--- src/rtl/row_deskew_buffer.sv ---
`default_nettype none
// ============================================================================
// Module   : row_deskew_buffer
// Purpose  : Rebuilds aligned rows from the diagonally skewed systolic-array
//            stream and queues them in a circular row buffer (valid/ready out).
// Options  : ROW_DESKEW_PAD_CHK_EN adds a sticky pad_err output.
// Revision : 1.0 - initial release
// ============================================================================
module row_deskew_buffer #(
   parameter int INPUT_WIDTH = 8,
   parameter int MATRIX_SIZE = 3,
   parameter int DEPTH_TILES = 2
) (
   input  logic                                          clk,
   input  logic                                          reset_n,
   input  logic                                          in_valid,
   output logic                                          in_ready,
   input  logic [MATRIX_SIZE*INPUT_WIDTH-1:0]            in_data,
   output logic                                          out_valid,
   input  logic                                          out_ready,
   output logic [MATRIX_SIZE*INPUT_WIDTH-1:0]            out_data,
   output logic                                          out_last,
   output logic [$clog2(DEPTH_TILES*MATRIX_SIZE+1)-1:0]  occupancy
`ifdef ROW_DESKEW_PAD_CHK_EN
   ,
   output logic                                          pad_err
`endif
);

   localparam int W     = INPUT_WIDTH;
   localparam int M     = MATRIX_SIZE;
   localparam int S     = DEPTH_TILES * MATRIX_SIZE;
   localparam int CNT_W = $clog2(S + 1);
   localparam int PTR_W = (S > 1) ? $clog2(S) : 1;
   localparam int B_W   = (2*M - 1 > 1) ? $clog2(2*M - 1) : 1;
   localparam int R_W   = (M > 1) ? $clog2(M) : 1;

   localparam logic [CNT_W-1:0] c_m          = CNT_W'(M);
   localparam logic [CNT_W-1:0] c_one        = CNT_W'(1);
   localparam logic [CNT_W-1:0] c_alloc_max  = CNT_W'(S - M);
   localparam logic [B_W-1:0]   c_span       = B_W'(M);
   localparam logic [B_W-1:0]   c_first_done = B_W'(M - 1);
   localparam logic [B_W-1:0]   c_last_beat  = B_W'(2*M - 2);
   localparam logic [PTR_W-1:0] c_slot_last  = PTR_W'(S - 1);
   localparam logic [PTR_W:0]   c_slots      = (PTR_W+1)'(S);
   localparam logic [PTR_W:0]   c_tile_step  = (PTR_W+1)'(M);
   localparam logic [R_W-1:0]   c_row_last   = R_W'(M - 1);

   logic [M*W-1:0]   slot_q [S];
   logic [M*W-1:0]   slot_d [S];
   logic [B_W-1:0]   b_q, b_d;
   logic [PTR_W-1:0] wr_base_q, wr_base_d;
   logic [PTR_W-1:0] rd_ptr_q, rd_ptr_d;
   logic [R_W-1:0]   rd_row_q, rd_row_d;
   logic [CNT_W-1:0] alloc_q, alloc_d;
   logic [CNT_W-1:0] complete_q, complete_d;
   logic [M*W-1:0]   hold_q, hold_d;

   logic             accept;
   logic             pop;
   logic             tile_start;
   logic             row_done;
   logic             tile_end;
   logic [PTR_W:0]   base_sum;
   logic [M-1:0]     lane_win;
   logic [PTR_W-1:0] lane_idx [M];

   // Per-lane diagonal window and target slot: lane j carries row b-j on beat b.
   for (genvar j = 0; j < M; j++) begin : g_lane
      localparam logic [B_W-1:0] c_lo = B_W'(j);
      logic [B_W-1:0] off;
      logic [PTR_W:0] sum;
      assign off         = b_q - c_lo;
      assign lane_win[j] = (off < c_span);
      assign sum         = {1'b0, wr_base_q} + (PTR_W+1)'(off);
      assign lane_idx[j] = (sum >= c_slots) ? PTR_W'(sum - c_slots) : sum[PTR_W-1:0];
   end

   assign in_ready   = (b_q != '0) | (alloc_q <= c_alloc_max);
   assign out_valid  = (complete_q != '0);
   assign out_data   = out_valid ? slot_q[rd_ptr_q] : hold_q;
   assign out_last   = (rd_row_q == c_row_last);
   assign occupancy  = alloc_q;

   assign accept     = in_valid & in_ready;
   assign pop        = out_valid & out_ready;
   assign tile_start = accept & (b_q == '0);
   assign row_done   = accept & (b_q >= c_first_done);
   assign tile_end   = accept & (b_q == c_last_beat);
   assign base_sum   = {1'b0, wr_base_q} + c_tile_step;

   always_comb begin
      slot_d = slot_q;
      for (int j = 0; j < M; j++) begin
         if (accept && lane_win[j]) begin
            slot_d[lane_idx[j]][(M-j)*W-1 -: W] = in_data[(M-j)*W-1 -: W];
         end
      end

      b_d = b_q;
      if (accept) begin
         b_d = tile_end ? '0 : b_q + 1'b1;
      end

      wr_base_d = wr_base_q;
      if (tile_end) begin
         wr_base_d = (base_sum >= c_slots) ? PTR_W'(base_sum - c_slots) : base_sum[PTR_W-1:0];
      end

      rd_ptr_d = rd_ptr_q;
      rd_row_d = rd_row_q;
      if (pop) begin
         rd_ptr_d = (rd_ptr_q == c_slot_last) ? '0 : rd_ptr_q + 1'b1;
         rd_row_d = (rd_row_q == c_row_last) ? '0 : rd_row_q + 1'b1;
      end

      alloc_d = alloc_q + (tile_start ? c_m : '0) - (pop ? c_one : '0);

      case ({row_done, pop})
         2'b10:   complete_d = complete_q + c_one;
         2'b01:   complete_d = complete_q - c_one;
         default: complete_d = complete_q;
      endcase

      hold_d = out_valid ? out_data : hold_q;
   end

   always_ff @(posedge clk or negedge reset_n) begin
      if (!reset_n) begin
         for (int i = 0; i < S; i++) begin
            slot_q[i] <= '0;
         end
         b_q        <= '0;
         wr_base_q  <= '0;
         rd_ptr_q   <= '0;
         rd_row_q   <= '0;
         alloc_q    <= '0;
         complete_q <= '0;
         hold_q     <= '0;
      end else begin
         slot_q     <= slot_d;
         b_q        <= b_d;
         wr_base_q  <= wr_base_d;
         rd_ptr_q   <= rd_ptr_d;
         rd_row_q   <= rd_row_d;
         alloc_q    <= alloc_d;
         complete_q <= complete_d;
         hold_q     <= hold_d;
      end
   end

`ifdef ROW_DESKEW_PAD_CHK_EN
   logic pad_err_q, pad_err_d;
   logic pad_hot;

   always_comb begin
      pad_hot = 1'b0;
      for (int j = 0; j < M; j++) begin
         if (!lane_win[j] && (in_data[(M-j)*W-1 -: W] != '0)) begin
            pad_hot = 1'b1;
         end
      end
      pad_err_d = pad_err_q | (accept & pad_hot);
   end

   always_ff @(posedge clk or negedge reset_n) begin
      if (!reset_n) begin
         pad_err_q <= 1'b0;
      end else begin
         pad_err_q <= pad_err_d;
      end
   end

   assign pad_err = pad_err_q;
`endif

endmodule
`default_nettype wire
--- config.mk ---
export PLATFORM = sky130hd
export DESIGN_NAME = row_deskew_buffer
export DESIGN_NICKNAME = d
export VERILOG_FILES = /design/src/rtl/row_deskew_buffer.sv
export SDC_FILE = /design/constraint.sdc
export NUM_CORES = 1
export LEC_CHECK = 0
export CORE_ASPECT_RATIO = 1.75
export CORE_MARGIN = 5
export CORE_UTILIZATION = 35
export CTS_CLUSTER_DIAMETER = 40
export DETAILED_ROUTE_END_ITERATION = 8
export PLACE_DENSITY_LB_ADDON = 0.25
export SETUP_SLACK_MARGIN = 0.05
export SYNTH_ARGS = -nofsm -noshare
export SYNTH_HDL_FRONTEND = slang
export SYNTH_SLANG_ARGS = --single-unit
--- constraint.sdc ---
create_clock -name clk -period 3.42 [get_ports clk]
set_input_delay 0.684 -clock clk [delete_from_list [all_inputs] [get_ports clk]]
set_output_delay 0.684 -clock clk [all_outputs]
set_load 0.02 [all_outputs]
==> summary by stage <==
Run status
The flow ran to the end, and the final reports show no timing, DRC or antenna violations.

Cells and area
The finished cells cover between 10,000 and 15,000 um2. Counting the fill cells in the layout gives ~2.3k. The layout cell share with drive strength beyond 1 is 0.322.

The area of the multi-input gates is roughly 4200 um2. The number of antenna diodes in the final layout is 0. Leaving out filler cells and counting taps, the final layout contains between 1k and 1.5k. After the last flow step, the layout net total stands at 785. The synthesis-to-finish area growth is 18.1%.

Registers take 4630 um2.

Setup path
The worst setup path is of the reg -> out kind. The worst register-to-register path begins at wr_base_q[0]$_DFFE_PN0P_. Walking the worst path, the cells encountered are or3_2 > buf_4 > o221ai_1 > o21a_1 > clkdlybuf4s50_1. In this run the critical register-to-register path is captured at slot_q[24]$_DFFE_PN0P_.

The kind of launch point of the worst setup path is a flip-flop. In this run the worst path has a maximum fanout of 36. STA puts the critical path data required time at approximately 2.7 ns. The combined buffer and inverter count along the critical path is 2. STA classifies the critical path endpoint as a primary output. The internal reg-to-reg setup slack is about 0.35 ns.

The signal arrival time at the worst endpoint is 2.60 ns. In this design, the stage delay of the slowest critical-path cell is roughly 0.6 ns. Counting cells, the worst reg-to-reg path comes to 7. In this run the number of cells on the critical path is 5.

In this design, the largest share of critical-path delay is due to buffers and inverters. The slowest stage of the critical path is the clkdlybuf4s50_1 cell.

Yosys
The portion of the post-synthesis area used by sequential elements is 0.506. Of the post-synthesis cell area, the dominant cell type holds 0.506. The number of standard cells after synthesis is 670. The main flop type after synthesis is dfrtp_1. The biggest area contributor in the post-synthesis netlist is dfrtp_1. The number of enable flip-flop cells after synthesis is 0. The count of synthesis-stage warnings from yosys is 0. Summing every instance area after synthesis gives slightly above 9000 um2.

The synthesis-stage register bit count is between 150 and 200. The async set-or-reset flop fraction in the synthesized netlist is 1.00. Sorting the synthesized cells by area gives the leading types as dfrtp_1 51%, mux2_2 17%, mux4_2 5.9%. The number of different library cells used by synthesis comes to slightly below 60. After synthesis, the mean cell area works out to around 14 um2. The net count of the mapped netlist is 723.

Global route
The global-route wire length before repair is 33,000 um. The number of antenna violations at the first check in global routing came to 0. For this run the aggregate overflow at the end of global routing stands at 0. Entering global routing, the biggest net connects 123 pins. The combined global-route utilization of all metal layers is 0.141. The number of global-route vias before repair is slightly above 6k.

CTS
For this design, the sink count on the clock tree is between 150 and 200. Buffers inserted to repair hold after CTS numbered 0. The clock slew at the register clock pins of the worst setup and hold paths is 0.07 ns. CTS placed an instance of clkbuf_16 at the clock tree root. For the worst-skew pair, the clock arrives at the later sink with an insertion delay of about 0.44 ns. The number of buffers added by the clock tree synthesis step is 17. The CTS tree is done.

The number of buffers between clock root and the deepest sink is 2. The count of H-tree levels built during CTS is 4.

Power
The peak ir drop on the vdd network is approximately 550 uV. For this design the static power due to leakage is between 4 and 5 nW. The overall power after layout is approximately 0.013 W. In this run the power density over the cells is 1220 nW/um2.

Routing
The mean number of vias per cell is about 5.3. The routed design has between 20,000 and 25,000 um of wire. For this run, design rule violations remaining after detail routing come to 0. The detailed router finished its first iteration with 264 violations. Once detail routing completed, the nets flagged for antenna violations numbered 0.

The number of vias in the routed layout is roughly 5.6k. After detailed routing, the average wire length per cell comes to slightly below 20 um. The first TritonRoute pass finished after 4 iterations.

Timing
The worst clock skew is slightly above 0.009 ns. The worst hold-check slack is between 0.2 and 0.3 ns. Of the available clock period, the critical path in the final layout requires 0.960. The maximum operating frequency is between 300 and 400 MHz. The time the final worst path needs with I/O delays and setup is 3.28 ns.

For the pin with the worst max-slew slack, the measured transition is ~0.83 ns. The hold violation count in the final report is 0. The number of max-slew violations in the final report was 0. Setup repair after global routing could not meet its margin everywhere. The remaining max-slew budget at the tightest pin is 0.445.

The final-layout setup total negative slack is 0 ns. Setup violations remaining at the end of the flow were counted as 0.

Floorplanning
The initial utilization of the core area, before any placement, comes to 0.353. The area of the die is a little under 30,000 um2. Row generation in the floorplan step produced roughly 80 rows.

In this run the horizontal extent of the chip is approximately 130 um. The core area is 25,900 um2. The height of the chip is between 200 and 250 um. The I/O pin count is 58.

Run
The max-capacitance violation count is 0.

Placement
Counting tap cells, the placed design contains a total of ~1.0k instances. The placed standard-cell area is between 10,000 and 15,000 um2. The placer's final routability congestion estimate is approximately 0.74. In this run the tool buffered the top-level ports with 57 buffer cells. The estimated wirelength of the detail-placed design is approximately 14,000 um.

Hold path
The classification of the worst-slack hold path is in -> async.
==> state kept, by name (all words and copies together) (netlist names) <==
register and cells:
slot_q 144, hold_q 24, b_q 3, complete_q 3
occupancy 3, rd_ptr_q 3, wr_base_q 3, rd_row_q 2
==> per-stage QoR <==
stage | util | worst slack, ns
4_1_cts | 0.415 | 0.0507
3_5_place_dp | 0.391 | 0.299
6_report | 0.417 | 0.137
5_1_grt | 0.417 | 0.0417
2_1_floorplan | - | 0.653
3_3_place_gp | 0.391 | 0.381
==> cell families after synthesis <==
group / count (synthesis) / share of synthesized area
muxes: 193 / 0.264
DFF: 185 / 0.506
and+or+nand+nor: 68 / 0.0486
adders and majority gates: 25 / 0.0383
buffers and inverters: 74 / 0.0323
AOI/OAI and AO/OA: 110 / 0.0953
xor gates and xnor gates: 15 / 0.0152
==> cell usage in the layout, fill, tap and decap left out, types with 4 or more instances in the layout <==
cell type,n
nand3_1,7
a21oi_1,6
buf_4,11
nor2_1,8
nor3_4,4
o21ai_0,7
o21a_1,50
clkdlybuf4s50_1,55
mux2_1,8
xor2_1,8
xnor2_1,6
mux2i_1,25
o221ai_1,22
fa_1,5
inv_6,5
mux4_2,24
clkbuf_16,18
nand2_1,13
mux2_2,136
dfrtp_1,184
ha_1,20
nand2b_1,6
nor2_2,5
inv_1,44
==> final cells by class <==
class / instances / area share
well taps: 320 / 0.0371
multi-input cells: 411 / 0.392
inverters: 44 / 0.0153
repair buffers: 73 / 0.0698
clock inverters: 15 / 0.0174
flip-flops and latches: 185 / 0.429
clock buffers: 17 / 0.0394
==> what timing repair did <==
action | in CTS | in global routing
gates cloned | 0 | 1
hold endpoints to repair | 0 | 0
gates resized for setup | 1 | 6
setup buffers | 0 | 1
setup endpoints to repair | 5 | 9
==> worst max-delay path by stage <==
| stage | start | end | slack [ns] |
|---|---|---|---|
| after CTS | rd_ptr_q[0]$_DFFE_PN0P_ | out_data[23] | 0.05 |
| final | complete_q[2]$_DFFE_PN0P_ | out_data[15] | 0.14 |
| after detailed placement | in_valid | occupancy[2]$_DFF_PN0_ | 0.30 |
| after floorplan | b_q[1]$_DFFE_PN0P_ | slot_q[100]$_DFFE_PN0P_ | 0.65 |
| after global routing | complete_q[2]$_DFFE_PN0P_ | out_data[23] | 0.04 |
| after global placement | in_valid | occupancy[2]$_DFF_PN0_ | 0.38 |
==> synthesized netlist by cell type (2+ instances only) <==
library cell and number:
fa_1 5, dfrtp_1 185, o221ai_1 24, nand2_1 13
buf_1 3, nor2_4 2, nor2_2 5, a21o_1 3
nor3_4 4, or2_2 2, o21bai_2 2, buf_2 11
nor3_1 3, nor2b_1 2, mux2_1 8, nand2b_1 6
inv_1 44, ha_1 20, nor3b_1 2, o21a_1 50
o32ai_1 2, nand4_2 2, nand3_1 7, a21oi_4 2
nor2_1 8, mux2i_1 25, mux4_2 24, o21ai_0 7
xnor2_1 6, o31ai_1 2, xor2_1 8, a21oi_1 6
clkbuf_1 15, nor4_1 3, mux2_2 136
==> power breakdown <==
| group | total, W | leakage, nW | internal (W) | switching, W |
|---|---|---|---|---|
| sequential | 0.00386 | 2.27 | 0.00329 | 0.000571 |
| combinational | 0.00720 | 2.06 | 0.00358 | 0.00362 |
| clock | 0.00207 | 0.297 | 0.00117 | 0.000907 |
| total | 0.0131 | 4.62 | 0.00803 | 0.00509 |
==> routing by layer <==
| metal | wire (um) | vias to the layer above | global-route usage |
|---|---|---|---|
| li1 | - | 2573 | - |
| met1 | 7970 | 2937 | 0.152 |
| met2 | 11300 | 85 | 0.260 |
| met3 | 538 | 38 | 0.0319 |
| met4 | 658 | 0 | 0.0674 |
| met5 | 0 | - | 0 |
No activity file was read; power rests on OpenSTA's default activity.
